## config.mk

```make
export PLATFORM = sky130hd
export DESIGN_NAME = psone_report_flat
export DESIGN_NICKNAME = d
export VERILOG_FILES = /design/src/rtl/psone_pkg.sv /design/src/rtl/psone_report_if.sv /design/src/rtl/psone_axis.sv /design/src/rtl/psone_report.sv /design/src/flat_wrapper.sv
export SDC_FILE = /design/constraint.sdc
export NUM_CORES = 1
export LEC_CHECK = 0
export CORE_MARGIN = 2
export CORE_UTILIZATION = 45
export DETAILED_ROUTE_END_ITERATION = 8
export HOLD_SLACK_MARGIN = 0.1
export PLACE_DENSITY_LB_ADDON = 0.05
export SYNTH_ARGS = -nofsm -noshare
export SYNTH_HDL_FRONTEND = slang
export SYNTH_SLANG_ARGS = --single-unit
export TNS_END_PERCENT = 5
```

## constraint.sdc

```tcl
create_clock -name iCLK -period 8.15 [get_ports iCLK]
set_input_delay 1.63 -clock iCLK [delete_from_list [all_inputs] [get_ports iCLK]]
set_output_delay 1.63 -clock iCLK [all_outputs]
set_load 0.1 [all_outputs]
```

## src/rtl/psone_pkg.sv

```systemverilog
// Shared constants and types for the PS1 pad response decoder.
package psone_pkg;

  localparam logic [7:0] ID_DIGITAL = 8'h41;
  localparam logic [7:0] ID_RED     = 8'h73;
  localparam logic [7:0] ID_GREEN   = 8'h53;
  localparam logic [7:0] MARKER     = 8'h5A;
  localparam logic [7:0] CENTRE     = 8'h80;
  localparam int         PKT_LEN    = 9;

  typedef enum logic [1:0] {
    MODE_NONE  = 2'd0,
    MODE_DIG   = 2'd1,
    MODE_RED   = 2'd2,
    MODE_GREEN = 2'd3
  } mode_e;

  typedef enum logic [1:0] {
    ST_IDLE    = 2'd0,
    ST_COLLECT = 2'd1,
    ST_CHECK   = 2'd2
  } state_e;

  typedef struct packed {
    logic [15:0]       buttons;
    logic signed [7:0] rx;
    logic signed [7:0] ry;
    logic signed [7:0] lx;
    logic signed [7:0] ly;
    mode_e             mode;
  } report_t;

  // Map the pad ID byte to a mode; unknown IDs map to MODE_NONE.
  function automatic mode_e id_to_mode(input logic [7:0] id);
    case (id)
      ID_DIGITAL: return MODE_DIG;
      ID_RED:     return MODE_RED;
      ID_GREEN:   return MODE_GREEN;
      default:    return MODE_NONE;
    endcase
  endfunction

endpackage

```

## src/rtl/psone_report_if.sv

```systemverilog
// Byte-stream input and report handshake bundle of the pad decoder.
interface psone_report_if;
  logic              iBYTE_VAL;
  logic [7:0]        iBYTE;
  logic              iPKT_ST;
  logic              iRDY;
  logic              oREP_VAL;
  logic [15:0]       oBUTTONS;
  logic signed [7:0] oRX;
  logic signed [7:0] oRY;
  logic signed [7:0] oLX;
  logic signed [7:0] oLY;
  logic [1:0]        oMODE;
  logic              oCHANGED;
  logic              oERR;
  logic              oDROP;
  logic [7:0]        oERR_CNT;

  modport slave (
    input  iBYTE_VAL, iBYTE, iPKT_ST, iRDY,
    output oREP_VAL, oBUTTONS, oRX, oRY, oLX, oLY, oMODE,
           oCHANGED, oERR, oDROP, oERR_CNT
  );

  modport master (
    output iBYTE_VAL, iBYTE, iPKT_ST, iRDY,
    input  oREP_VAL, oBUTTONS, oRX, oRY, oLX, oLY, oMODE,
           oCHANGED, oERR, oDROP, oERR_CNT
  );
endinterface

```

## src/rtl/psone_axis.sv

```systemverilog
// Raw stick byte to centred, dead-zoned signed axis value (combinational).
module psone_axis
  import psone_pkg::*;
#(
  parameter int DEADZONE = 8
) (
  input  logic [7:0]        raw,
  output logic signed [7:0] val
);

  logic signed [7:0] d;

  // Magnitude needs 9 bits so that |-128| = 128 stays outside any dead zone.
  function automatic logic [8:0] mag9(input logic signed [7:0] v);
    logic signed [8:0] w;
    w = {v[7], v};
    return w[8] ? $unsigned(-w) : $unsigned(w);
  endfunction

  // Flip the MSB to centre the axis, then squash small deflections to zero.
  always_comb begin
    d   = raw ^ CENTRE;
    val = (mag9(d) <= 9'(DEADZONE)) ? 8'sd0 : d;
  end

endmodule

```

## src/rtl/psone_report.sv

```systemverilog
// PS1 pad response decoder: collects 9-byte packets, validates them and
// presents active-high, centred reports on a valid/ready handshake.
module psone_report
  import psone_pkg::*;
#(
  parameter int          DEADZONE    = 8,
  parameter logic [23:0] TIMEOUT_CYC = 24'd12_000_000
) (
  input logic           iCLK,
  input logic           iRESET,
  psone_report_if.slave bus
);

  state_e            state_q, state_d;
  logic [8:1][7:0]   pkt_q, pkt_d;
  logic [3:0]        idx_q, idx_d;
  logic [23:0]       tmr_q, tmr_d;
  logic              timeout, pkt_abort, hdr_ok, chk_ok, chk_bad;
  logic              err_q, err_d, drop_q, drop_d, chg_q, chg_d;
  logic              out_vld_q, out_vld_d, pend_vld_q, pend_vld_d, xfer;
  logic [7:0]        errcnt_q, errcnt_d;
  report_t           out_q, out_d, pend_q, pend_d, snap_q, snap_d, new_rep;
  logic signed [7:0] ax_rx, ax_ry, ax_lx, ax_ly;

  function automatic logic [7:0] sat_inc(input logic [7:0] v);
    return (v == 8'hFF) ? v : v + 8'd1;
  endfunction

  psone_axis #(.DEADZONE(DEADZONE)) u_rx (.raw(pkt_q[5]), .val(ax_rx));
  psone_axis #(.DEADZONE(DEADZONE)) u_ry (.raw(pkt_q[6]), .val(ax_ry));
  psone_axis #(.DEADZONE(DEADZONE)) u_lx (.raw(pkt_q[7]), .val(ax_lx));
  psone_axis #(.DEADZONE(DEADZONE)) u_ly (.raw(pkt_q[8]), .val(ax_ly));

  assign timeout = (tmr_q == TIMEOUT_CYC - 24'd1) && !bus.iBYTE_VAL;
  assign xfer    = out_vld_q && bus.iRDY;

  // State and control register; every visible output clears on reset.
  always_ff @(posedge iCLK) begin
    if (!iRESET) begin
      state_q    <= ST_IDLE;
      idx_q      <= '0;
      tmr_q      <= '0;
      err_q      <= 1'b0;
      drop_q     <= 1'b0;
      chg_q      <= 1'b0;
      out_vld_q  <= 1'b0;
      pend_vld_q <= 1'b0;
      errcnt_q   <= '0;
      out_q      <= '0;
      pend_q     <= '0;
      snap_q     <= '0;
    end else begin
      state_q    <= state_d;
      idx_q      <= idx_d;
      tmr_q      <= tmr_d;
      err_q      <= err_d;
      drop_q     <= drop_d;
      chg_q      <= chg_d;
      out_vld_q  <= out_vld_d;
      pend_vld_q <= pend_vld_d;
      errcnt_q   <= errcnt_d;
      out_q      <= out_d;
      pend_q     <= pend_d;
      snap_q     <= snap_d;
    end
  end

  // Packet byte storage; stale bytes are harmless because idx restarts.
  always_ff @(posedge iCLK) begin
    pkt_q <= pkt_d;
  end

  // Next-state: a start byte may open a new packet from any state.
  always_comb begin
    state_d = state_q;
    case (state_q)
      ST_IDLE:    if (bus.iBYTE_VAL && bus.iPKT_ST) state_d = ST_COLLECT;
      ST_COLLECT: begin
        if (bus.iBYTE_VAL && !bus.iPKT_ST && idx_q == 4'd8) state_d = ST_CHECK;
        else if (timeout)                                    state_d = ST_IDLE;
      end
      ST_CHECK:   state_d = (bus.iBYTE_VAL && bus.iPKT_ST) ? ST_COLLECT : ST_IDLE;
      default:    state_d = ST_IDLE;
    endcase
  end

  // Byte capture, inter-byte timer and abort detection.
  always_comb begin
    idx_d     = idx_q;
    pkt_d     = pkt_q;
    tmr_d     = tmr_q;
    pkt_abort = 1'b0;
    if (state_q == ST_COLLECT) begin
      if (bus.iBYTE_VAL) begin
        tmr_d = '0;
        if (bus.iPKT_ST) begin
          pkt_abort = 1'b1;
          idx_d     = 4'd1;
        end else begin
          for (int i = 1; i <= 8; i++)
            if (idx_q == 4'(i)) pkt_d[i] = bus.iBYTE;
          idx_d = idx_q + 4'd1;
        end
      end else if (timeout) begin
        pkt_abort = 1'b1;
      end else begin
        tmr_d = tmr_q + 24'd1;
      end
    end else if (bus.iBYTE_VAL && bus.iPKT_ST) begin
      idx_d = 4'd1;
      tmr_d = '0;
    end
  end

  // Header check and report formatting of the collected packet.
  always_comb begin
    hdr_ok  = (pkt_q[2] == MARKER) && (id_to_mode(pkt_q[1]) != MODE_NONE);
    chk_ok  = (state_q == ST_CHECK) && hdr_ok;
    chk_bad = (state_q == ST_CHECK) && !hdr_ok;
    err_d   = pkt_abort || chk_bad;
    new_rep.buttons = ~{pkt_q[4], pkt_q[3]};
    new_rep.mode    = id_to_mode(pkt_q[1]);
    if (new_rep.mode == MODE_DIG) begin
      new_rep.rx = '0;
      new_rep.ry = '0;
      new_rep.lx = '0;
      new_rep.ly = '0;
    end else begin
      new_rep.rx = ax_rx;
      new_rep.ry = ax_ry;
      new_rep.lx = ax_lx;
      new_rep.ly = ax_ly;
    end
  end

  // Output stage: output regs, one-deep pending slot, snapshot, counters.
  // On a transfer the outgoing report becomes the snapshot, so oCHANGED of
  // the next presented report compares against out_q in that cycle.
  always_comb begin
    out_d      = out_q;
    out_vld_d  = out_vld_q;
    pend_d     = pend_q;
    pend_vld_d = pend_vld_q;
    snap_d     = xfer ? out_q : snap_q;
    chg_d      = chg_q;
    drop_d     = 1'b0;
    errcnt_d   = err_d ? sat_inc(errcnt_q) : errcnt_q;
    if (chk_ok) begin
      if (!out_vld_q || (xfer && !pend_vld_q)) begin
        out_d     = new_rep;
        out_vld_d = 1'b1;
        chg_d     = (new_rep != (xfer ? out_q : snap_q));
      end else if (xfer) begin
        out_d  = pend_q;
        chg_d  = (pend_q != out_q);
        pend_d = new_rep;
      end else begin
        drop_d     = pend_vld_q;
        pend_d     = new_rep;
        pend_vld_d = 1'b1;
      end
    end else if (xfer) begin
      if (pend_vld_q) begin
        out_d      = pend_q;
        chg_d      = (pend_q != out_q);
        pend_vld_d = 1'b0;
      end else begin
        out_vld_d = 1'b0;
      end
    end
  end

  assign bus.oREP_VAL = out_vld_q;
  assign bus.oBUTTONS = out_q.buttons;
  assign bus.oRX      = out_q.rx;
  assign bus.oRY      = out_q.ry;
  assign bus.oLX      = out_q.lx;
  assign bus.oLY      = out_q.ly;
  assign bus.oMODE    = out_q.mode;
  assign bus.oCHANGED = chg_q;
  assign bus.oERR     = err_q;
  assign bus.oDROP    = drop_q;
  assign bus.oERR_CNT = errcnt_q;

endmodule
```

## src/flat_wrapper.sv

```systemverilog
// flat-port wrapper written by rule: the top's interface ports become plain ports
module psone_report_flat import psone_pkg::*;
#(
  parameter int          DEADZONE    = 8,
  parameter logic [23:0] TIMEOUT_CYC = 24'd12_000_000
)
  (iCLK, iRESET, bus_iBYTE_VAL, bus_iBYTE, bus_iPKT_ST, bus_iRDY, bus_oREP_VAL, bus_oBUTTONS, bus_oRX, bus_oRY, bus_oLX, bus_oLY, bus_oMODE, bus_oCHANGED, bus_oERR, bus_oDROP, bus_oERR_CNT);
  psone_report_if bus_i ();
  input logic iCLK;
  input logic iRESET;
  input wire logic [$bits(bus_i.iBYTE_VAL)-1:0] bus_iBYTE_VAL;
  input wire logic [$bits(bus_i.iBYTE)-1:0] bus_iBYTE;
  input wire logic [$bits(bus_i.iPKT_ST)-1:0] bus_iPKT_ST;
  input wire logic [$bits(bus_i.iRDY)-1:0] bus_iRDY;
  output wire logic [$bits(bus_i.oREP_VAL)-1:0] bus_oREP_VAL;
  output wire logic [$bits(bus_i.oBUTTONS)-1:0] bus_oBUTTONS;
  output wire logic [$bits(bus_i.oRX)-1:0] bus_oRX;
  output wire logic [$bits(bus_i.oRY)-1:0] bus_oRY;
  output wire logic [$bits(bus_i.oLX)-1:0] bus_oLX;
  output wire logic [$bits(bus_i.oLY)-1:0] bus_oLY;
  output wire logic [$bits(bus_i.oMODE)-1:0] bus_oMODE;
  output wire logic [$bits(bus_i.oCHANGED)-1:0] bus_oCHANGED;
  output wire logic [$bits(bus_i.oERR)-1:0] bus_oERR;
  output wire logic [$bits(bus_i.oDROP)-1:0] bus_oDROP;
  output wire logic [$bits(bus_i.oERR_CNT)-1:0] bus_oERR_CNT;
  assign bus_i.iBYTE_VAL = bus_iBYTE_VAL;
  assign bus_i.iBYTE = bus_iBYTE;
  assign bus_i.iPKT_ST = bus_iPKT_ST;
  assign bus_i.iRDY = bus_iRDY;
  assign bus_oREP_VAL = bus_i.oREP_VAL;
  assign bus_oBUTTONS = bus_i.oBUTTONS;
  assign bus_oRX = bus_i.oRX;
  assign bus_oRY = bus_i.oRY;
  assign bus_oLX = bus_i.oLX;
  assign bus_oLY = bus_i.oLY;
  assign bus_oMODE = bus_i.oMODE;
  assign bus_oCHANGED = bus_i.oCHANGED;
  assign bus_oERR = bus_i.oERR;
  assign bus_oDROP = bus_i.oDROP;
  assign bus_oERR_CNT = bus_i.oERR_CNT;
  psone_report #(.DEADZONE(DEADZONE), .TIMEOUT_CYC(TIMEOUT_CYC)) u_core (.iCLK(iCLK), .iRESET(iRESET), .bus(bus_i));
endmodule
```

==> metrics <==
TritonCTS clock tree yes; critical-path cell list clkdlybuf4s50_1 -> nand2_4 -> mux2_2 -> nor4b_1 -> a31oi_1 -> o21ai_0 -> o2111ai_1 -> or4b_1 -> nor4_1 -> nor3_1; vias 9216; worst stage delay on the critical path ~0.73 ns; Syn Nets 1259; MaxCap Viol Count 0; Residual DRC 0; first-pass GRT wire length between 50 and 60 mm; total setup buffers inserted after CTS 0; FMAX 0.221 GHz; Die Ht about 170 um; endpoints failing setup 0; CP max FO 52; initial antenna violation count 0; area of the mapped netlist around 12000 sq um; EDFF count, synth 64; post-DR wirelength/cell approximately 20 um; Die X about 170 um; Port-buffer cells 74; PostCTS Resize Cnt 0; Placer Congestion 0.817; all-layer global routing usage a little under a quarter; Post-DP HPWL 21.3 mm; sequential element share of the synthesized area approximately half; ys flop type dfxtp_1; Antenna Violating Nets Remaining 0; Synth async-reset ratio 0%; CP Buf/Inv Count 1; gr ovfl total 0; gate count of the mapped netlist around 1200; Clock Skew approximately 0.008 ns; # rows 59; IO Count 75; Slew @ Worst Pin 0.989 ns; clk sinks 257; period utilization a little under three fifths; Filler cells approximately 2400; family with the most delay on the worst path simple AND/OR/NAND/NOR gates; latest clock arrival within the worst-skew pair about 0.55 ns; Crit. End Element register; Worst Path Arrival a little under 5 ns; area fraction of the dominant cell type after synthesis between 30% and 40%; first drt pass iteration count 5; final wirelength approximately 32 mm; unrepaired setup endpoints after global routing false; Final Hold Vio Count 0; DP Cell Count roughly 1600; layout cell share with drive strength beyond 1 6.17%; vias in the first global route 8627; 1st-iter DRT viols just over 800; Clock transition at path regs around 0.06 ns; initial core utilization between 40% and 50%; die area approximately 28000 sq um; min Tclk post-route 4.53 ns; synth unique cells 72; Via density roughly 5.6; type of the worst min-delay path reg -> reg; worst-case clock buffer depth 3; Post-Layout Cell Count 1632; cell leakage power about 5.6 nW; VDD IR max between 0.15 and 0.2 mV; Rel. slew slack 33.9%; outcome complete, no violations; flops & latches, synth between 200 and 300; Total Nets Final 1296; Mean Syn Cell Area 9.73 sq um; max-slew violations 0; diode count 0; H-tree depth 1; warnings from Yosys 0; type of the worst setup path in -> reg; Core Box Area ~26000 sq um; Final TNS setup 0 ns; clock root buffer clkbuf_16; top cells by area, synth dfxtp_1, edfxtp_1, nand2_1, o211a_1, xor2_1; Pwr Density roughly 190 nW/um^2; Critical Path Slowest Stage Cell nand2_4; largest net degree at the start of global routing 90; Yosys top cell by area dfxtp_1; startpoint class of the critical path primary input; TritonCTS buffer count 29; Area Overhead vs Synth 15.2%; Crit path required time between 8 and 9 ns; CTS Hold Bufs 0
==> final cells by class <==
cell class / count / area [sq um] / area share (%)
Multi-Input combinational cell: 884 / 5870 / 42.3
Sequential cell: 257 / 5790 / 41.7
Timing Repair Buffer: 82 / 798 / 5.75
Clock buffer: 39 / 793 / 5.71
Tap cell: 335 / 419 / 3.02
Clock inverter: 14 / 131 / 0.946
Inverter: 21 / 78.8 / 0.568
==> cell usage in the layout (no fill, tap or decap), drive strengths merged, types with 13 or more instances in the layout <==
cell type / synthesis / routed
a21boi: 50 / 50
nor2b: 52 / 52
inv: 21 / 22
nor4: 14 / 14
o211a: 52 / 52
clkdlybuf4s50: 0 / 73
nand3: 99 / 99
o21ai: 25 / 25
nor3: 15 / 15
dfxtp: 193 / 193
clkbuf: 66 / 39
nor2: 43 / 43
xor2: 57 / 57
xnor2: 54 / 54
nand4: 23 / 23
mux2i: 44 / 44
nand2: 157 / 157
and2: 36 / 36
edfxtp: 64 / 64
a21oi: 13 / 13
o211ai: 23 / 23
==> worst min-delay path, cell delays in order (launching register included) <==
cell and delay [ns]:
dfxtp_1 0.33, nand2_1 0.05, a21boi_0 0.06
==> cell usage after synthesis, drive strengths merged, types with 21 or more instances <==
cell / count
mux2i: 44
xnor2: 54
edfxtp: 64
clkbuf: 66
o211a: 52
a21boi: 50
nor2: 43
nand4: 23
nor2b: 52
inv: 21
dfxtp: 193
and2: 36
nand2: 157
xor2: 57
nand3: 99
o21ai: 25
o211ai: 23
==> power breakdown <==
group | switching, mW | internal (mW)
combinational | 0.0343 | 0.0162
sequential | 0.00153 | 1.31
clock | 0.520 | 0.744
total | 0.556 | 2.07
==> through the flow <==
stage | power, mW | worst slack [ns] | utilization (%) | hold slack, ns | cell area [sq um]
after CTS | 2.65 | 3.64 | 53.0 | 0.496 | 13900
after global routing | 2.71 | 3.44 | 53.0 | 0.523 | 13900
after detailed placement | 1.39 | 3.08 | 49.4 | 0.486 | 13000
final | 2.62 | 3.62 | 53.0 | 0.494 | 13900
after global placement | 1.39 | 3.07 | 49.4 | 0.481 | 13000
after floorplan | 1.36 | 4.37 | - | 0.457 | 12100
==> cells by family (layout without fill, tap and decap cells) <==
| family | Yosys count | in the layout | synth area share [%] |
|---|---|---|---|
| XOR/XNOR | 111 | 111 | 8.07 |
| AND/OR/NAND/NOR | 497 | 497 | 21.3 |
| flip-flops | 257 | 257 | 48.0 |
| multiplexers | 52 | 52 | 4.40 |
| AO/OA/AOI/OAI | 216 | 216 | 14.1 |
| adder cells (fa/ha/maj) | 8 | 8 | 0.831 |
| buffers and inverters | 97 | 156 | 3.35 |
==> state kept, by name, indices dropped and copies added (netlist names) <==
| signal | flops |
|---|---|
| u_core.bus.oERR | 1 |
| u_core.pend_q | 50 |
| u_core.bus.oCHANGED | 1 |
| u_core.bus.oLX | 8 |
| u_core.pend_vld_q | 1 |
| u_core.bus.oDROP | 1 |
| u_core.state_q | 2 |
| u_core.bus.oMODE | 2 |
| u_core.bus.oLY | 8 |
| u_core.bus.oRX | 8 |
| u_core.idx_q | 4 |
| u_core.bus.oERR_CNT | 8 |
| u_core.tmr_q | 24 |
| u_core.bus.oRY | 8 |
| u_core.snap_q | 50 |
| u_core.bus.oBUTTONS | 16 |
| u_core.bus.oREP_VAL | 1 |
| u_core.pkt_q | 64 |
==> worst paths after layout <==
path / slack (ns) / to / from / cells after the start
worst min register to register: 0.49 / u_core.pend_q[16]$_SDFFE_PN0P_ / u_core.pend_q[16]$_SDFFE_PN0P_ / 2
worst max-delay path: 3.62 / u_core.bus.oCHANGED$_SDFFE_PN0P_ / bus_iRDY / 10
worst max register to register: 4.59 / u_core.bus.oRY[1]$_SDFFE_PN0P_ / u_core.pkt_q[8]$_DFFE_PP_ / 8
worst min-delay path: 0.49 / u_core.pend_q[16]$_SDFFE_PN0P_ / u_core.pend_q[16]$_SDFFE_PN0P_ / 2
==> layer usage <==
metal / wire length [um] / GRT usage (%) / share of wire, %
met4: 854 / 6.50 / 2.6
met2: 14300 / 36.4 / 44
met3: 1570 / 3.31 / 4.8
met1: 15600 / 33.0 / 48
met5: 0 / 0 / 0
No activity file was read; power rests on OpenSTA's default activity.
==> edit 1: new RTL, same settings <==
The 3 states of `state_e` get a one-hot encoding in 3 bits.
--- a/src/rtl/psone_pkg.sv
+++ b/src/rtl/psone_pkg.sv
@@ -15,10 +15,10 @@
     MODE_GREEN = 2'd3
   } mode_e;
 
-  typedef enum logic [1:0] {
-    ST_IDLE    = 2'd0,
-    ST_COLLECT = 2'd1,
-    ST_CHECK   = 2'd2
+  typedef enum logic [2:0] {
+    ST_IDLE    = 3'b001,
+    ST_COLLECT = 3'b010,
+    ST_CHECK   = 3'b100
   } state_e;
 
   typedef struct packed {
Behaviour: same outputs for any inputs over 4 cycles, from zero or initial values and one cycle with iRESET low; so few cycles prove little.
==> edit 1 against the original RTL <==
Sequential cell count is 1 higher. Wire length is 3.8% higher. Sequential share of layout area is 0.57 points higher. Power is 1.5% higher. Setup slack better by 0.020 ns. Non-clock buffer count stayed put. Final area is 1.0% lower. Critical endpoint unchanged. Area after synthesis is 1.8% lower. Count of clock-buffer cells in the layout is 3 higher.
==> edit 1: results (changes against the original RTL) <==
metric,value,unit,change
whs,0.481,ns,-0.0125 ns
synth_common_cells,"dfxtp_1, nand2_1, nor2_1, a21oi_1, xnor2_1",,
r2r_start,u_core.pkt_q[3],,
clk_latency,0.55,ns,about the same
grt_max_degree,89,,-1.1%
p_int,2.10,mW,+1.5%
ctsResizeCount,0,,unchanged
skew,0.0146,ns,+0.00640 ns
status,"complete, no violations",,
dr.pass1.iters,7,,+2
crit_fanout,57,,+9.6%
setup.worst_path.class,input pin to flop,,
wl_per_cell,19.9,µm,+0.55%
yosysUniqueCellTypes,73,,+1.4%
hpwl,22400,µm,+5.1%
ir_drop,0.000192,V,+21%
synth_compound_area_share,12.4,%,-1.6 points
drive_above_1_share,5.78,%,-0.39 points
slowest_delay,0.77,ns,+0.04 ns
hold_start,u_core.pend_q[0],,
clockRootBuffer,clkbuf_16,,
r2r_end,u_core.bus.oCHANGED,,
cp.arrival,4.92,ns,-0.04 ns
grt_pass1_vias,8720,,+1.1%
worst_slew_pin_slew,1.09,ns,+0.102 ns
viasPerCell,5.61,,-0.68%
finalCriticalPeriod,4.51,ns,-0.0198 ns
synth-adder-area-share,0.846,%,+0.015 points
routabilityCongestion,0.867,,+6.1%
grt.total_usage,23.8,%,+0.81 points
postCtsSetupRepairBufs,0,,unchanged
synth_nets,1306,,+3.7%
drt_iter0_markers,861,,+5.0%
r2r_slack,4.25,ns,-0.34 ns
leakagePower,4.92,nW,-12%
synth_mux_area_share,5.49,%,+1.1 points
dpl_worst_slack,3.15,ns,+0.0713 ns
grt_pass1_wl,51900,µm,+2.5%
post_dp_cell_area,12800,µm²,-1.3%
ys_seq_area_share,49.0,%,+1.0 points
yosys-top-cells-area,"dfxtp_1, edfxtp_1, xnor2_1, nand2_1, nor2_1",,
synthXorXnorAreaFrac,7.84,%,-0.22 points
## edit 1: cell count changes after synthesis, sizes merged, moves of 28 or more
cell	delta
a21oi	+70
o21ai	+28
nor2	+115
xor2	-32
o211a	-50
nor2b	-50
a21boi	-48
a211oi	+31
nand3	-62
## edit 1: through the flow
step	utilization [%]	instances
6_report	53.0	1685
2_1_floorplan	-	1285
5_1_grt	53.0	1685
4_1_cts	53.0	1685
3_5_place_dp	49.4	1632
3_3_place_gp	49.4	1632
## edit 1: power by group through the flow
| stage | logic [mW] | registers [mW] | clock network, mW |
|---|---|---|---|
| 2_1_floorplan | 0.0194 | 1.34 | 0 |
| 3_3_place_gp | 0.0441 | 1.34 | 0 |
| 3_5_place_dp | 0.0439 | 1.34 | 0 |
| 4_1_cts | 0.0440 | 1.31 | 1.33 |
| 5_1_grt | 0.0471 | 1.31 | 1.38 |
| 6_report | 0.0436 | 1.31 | 1.31 |
## edit 1: cell type report
type | instances | area [µm²] | area share [%]
Tap cell | 335 | 419 | 3.05
Inverter | 21 | 81.3 | 0.592
Clock inverter | 11 | 104 | 0.756
Multi-Input combinational cell | 936 | 5680 | 41.4
Clock buffer | 42 | 845 | 6.15
Timing Repair Buffer | 82 | 801 | 5.83
Sequential cell | 258 | 5810 | 42.3
## edit 1: worst max-delay path: cells and delay by family
family,cells,cell delay (ns)
simple gates,4,1.93
compound gates,3,0.31
buf+inv,1,0.53
mux,1,0.45
## edit 1: routing by layer
layer / wire length (µm) / GRT usage, % / vias to the layer above
li1: - / - / 4622
met1: 16300 / 36.1 / 4514
met2: 14800 / 36.6 / 268
met3: 1850 / 2.74 / 47
met4: 660 / 5.48 / 0
met5: 0 / 0 / -
==> edit 2: new RTL, config.mk and constraints unchanged <==
Without the edit above. `TIMEOUT_CYC` is set to 24'd12_000_000 in 2 places; all go to 24'd9000000.
--- a/src/rtl/psone_report.sv
+++ b/src/rtl/psone_report.sv
@@ -4,7 +4,7 @@
   import psone_pkg::*;
 #(
   parameter int          DEADZONE    = 8,
-  parameter logic [23:0] TIMEOUT_CYC = 24'd12_000_000
+  parameter logic [23:0] TIMEOUT_CYC = 24'd9000000
 ) (
   input logic           iCLK,
   input logic           iRESET,
--- a/src/flat_wrapper.sv
+++ b/src/flat_wrapper.sv
@@ -2,7 +2,7 @@
 module psone_report_flat import psone_pkg::*;
 #(
   parameter int          DEADZONE    = 8,
-  parameter logic [23:0] TIMEOUT_CYC = 24'd12_000_000
+  parameter logic [23:0] TIMEOUT_CYC = 24'd9000000
 )
   (iCLK, iRESET, bus_iBYTE_VAL, bus_iBYTE, bus_iPKT_ST, bus_iRDY, bus_oREP_VAL, bus_oBUTTONS, bus_oRX, bus_oRY, bus_oLX, bus_oLY, bus_oMODE, bus_oCHANGED, bus_oERR, bus_oDROP, bus_oERR_CNT);
   psone_report_if bus_i ();
Function: no difference found for any inputs over 4 cycles, from zero or initial values and one cycle with iRESET low; that may be too few to reach the edited logic, so the function may still have changed.
==> edit 2 against the original RTL <==
Area after synthesis rose by 0.72%. Count of clock-buffer cells in the layout is 2 lower. Fmax is 6.7% higher. Non-clock buffer count rose by 2. Sequential power is essentially flat. Wire length rose by 2.8%. Core utilization down 0.37 points. Worst hold slack got worse by 0.024 ns. Sequential cell count did not move. Final area increased by 1.3%. Highest routed layer unchanged. Setup slack improved by 0.28 ns. Power grew 1.4%.
==> edit 2: results (changes against the original RTL) <==
metric,value,unit,change
viasPerCell,5.69,,+0.79%
wl_met1,16300,µm,+4.3%
yosysUniqueCellTypes,77,,+6.9%
grt_pass1_wl,52100,µm,+2.8%
ys_seq_area_share,47.7,%,-0.34 points
whs,0.470,ns,-0.0239 ns
leakagePower,5.60,nW,about the same
clock_cell_area_share,6.71,%,+0.050 points
nonClkBufAreaFrac,5.79,%,+0.035 points
dpl_worst_slack,3.39,ns,+0.305 ns
post_dp_cell_area,13100,µm²,+1.2%
grt.total_usage,23.6,%,+0.52 points
place_inst,1603,,+1.5%
grt_max_degree,99,,+10%
inv_count,25,,+19%
ir_drop,0.000171,V,+7.5%
skew,0.00863,ns,+0.000400 ns
synth.avg_cell_area,9.69,µm²,-0.41%
drt_iter0_markers,626,,-24%
multi_input_area,5990,µm²,+2.0%
buffers,84,,+2.4%
num-multi-input-gates,896,,+1.4%
clock_power_share,48.7,%,+0.5 points
wl_met3,1440,µm,-7.9%
r2r_end,u_core.bus.oRX[7],,
met2_usage,37.4,%,+1.0 points
hpwl,21600,µm,+1.4%
drive_above_1_share,6.08,%,-0.089 points
status,"complete, no violations",,
fin_crit_sh,52.1,%,-3.5 points
met1_usage,34.3,%,+1.2 points
slowest_delay,0.59,ns,-0.14 ns
grt_pass1_vias,8968,,+4.0%
-- edit 2: cell types whose count changed in the layout (fill, tap and decap cells not counted), sizes merged, moves of 5 or more --
cell,change
nand3,-20
xor2,-18
a21oi,+12
and2,-11
nor2b,+9
mux2i,+8
and3,+7
nor4,+6
nor2,+5
o211a,-5
xnor2,+5
-- edit 2: cell families (layout without fill, tap and decap cells) --
| logic type | count (synthesis) | in the layout | synth area share, % |
|---|---|---|---|
| adder cells (fa/ha/maj) | 8 | 8 | 0.825 |
| AND/OR/NAND/NOR | 495 | 495 | 21.2 |
| flip-flops | 257 | 257 | 47.7 |
| multiplexers | 57 | 57 | 4.75 |
| AO/OA/AOI/OAI | 238 | 238 | 15.2 |
| buffers and inverters | 99 | 163 | 3.27 |
| XOR/XNOR | 98 | 98 | 7.07 |
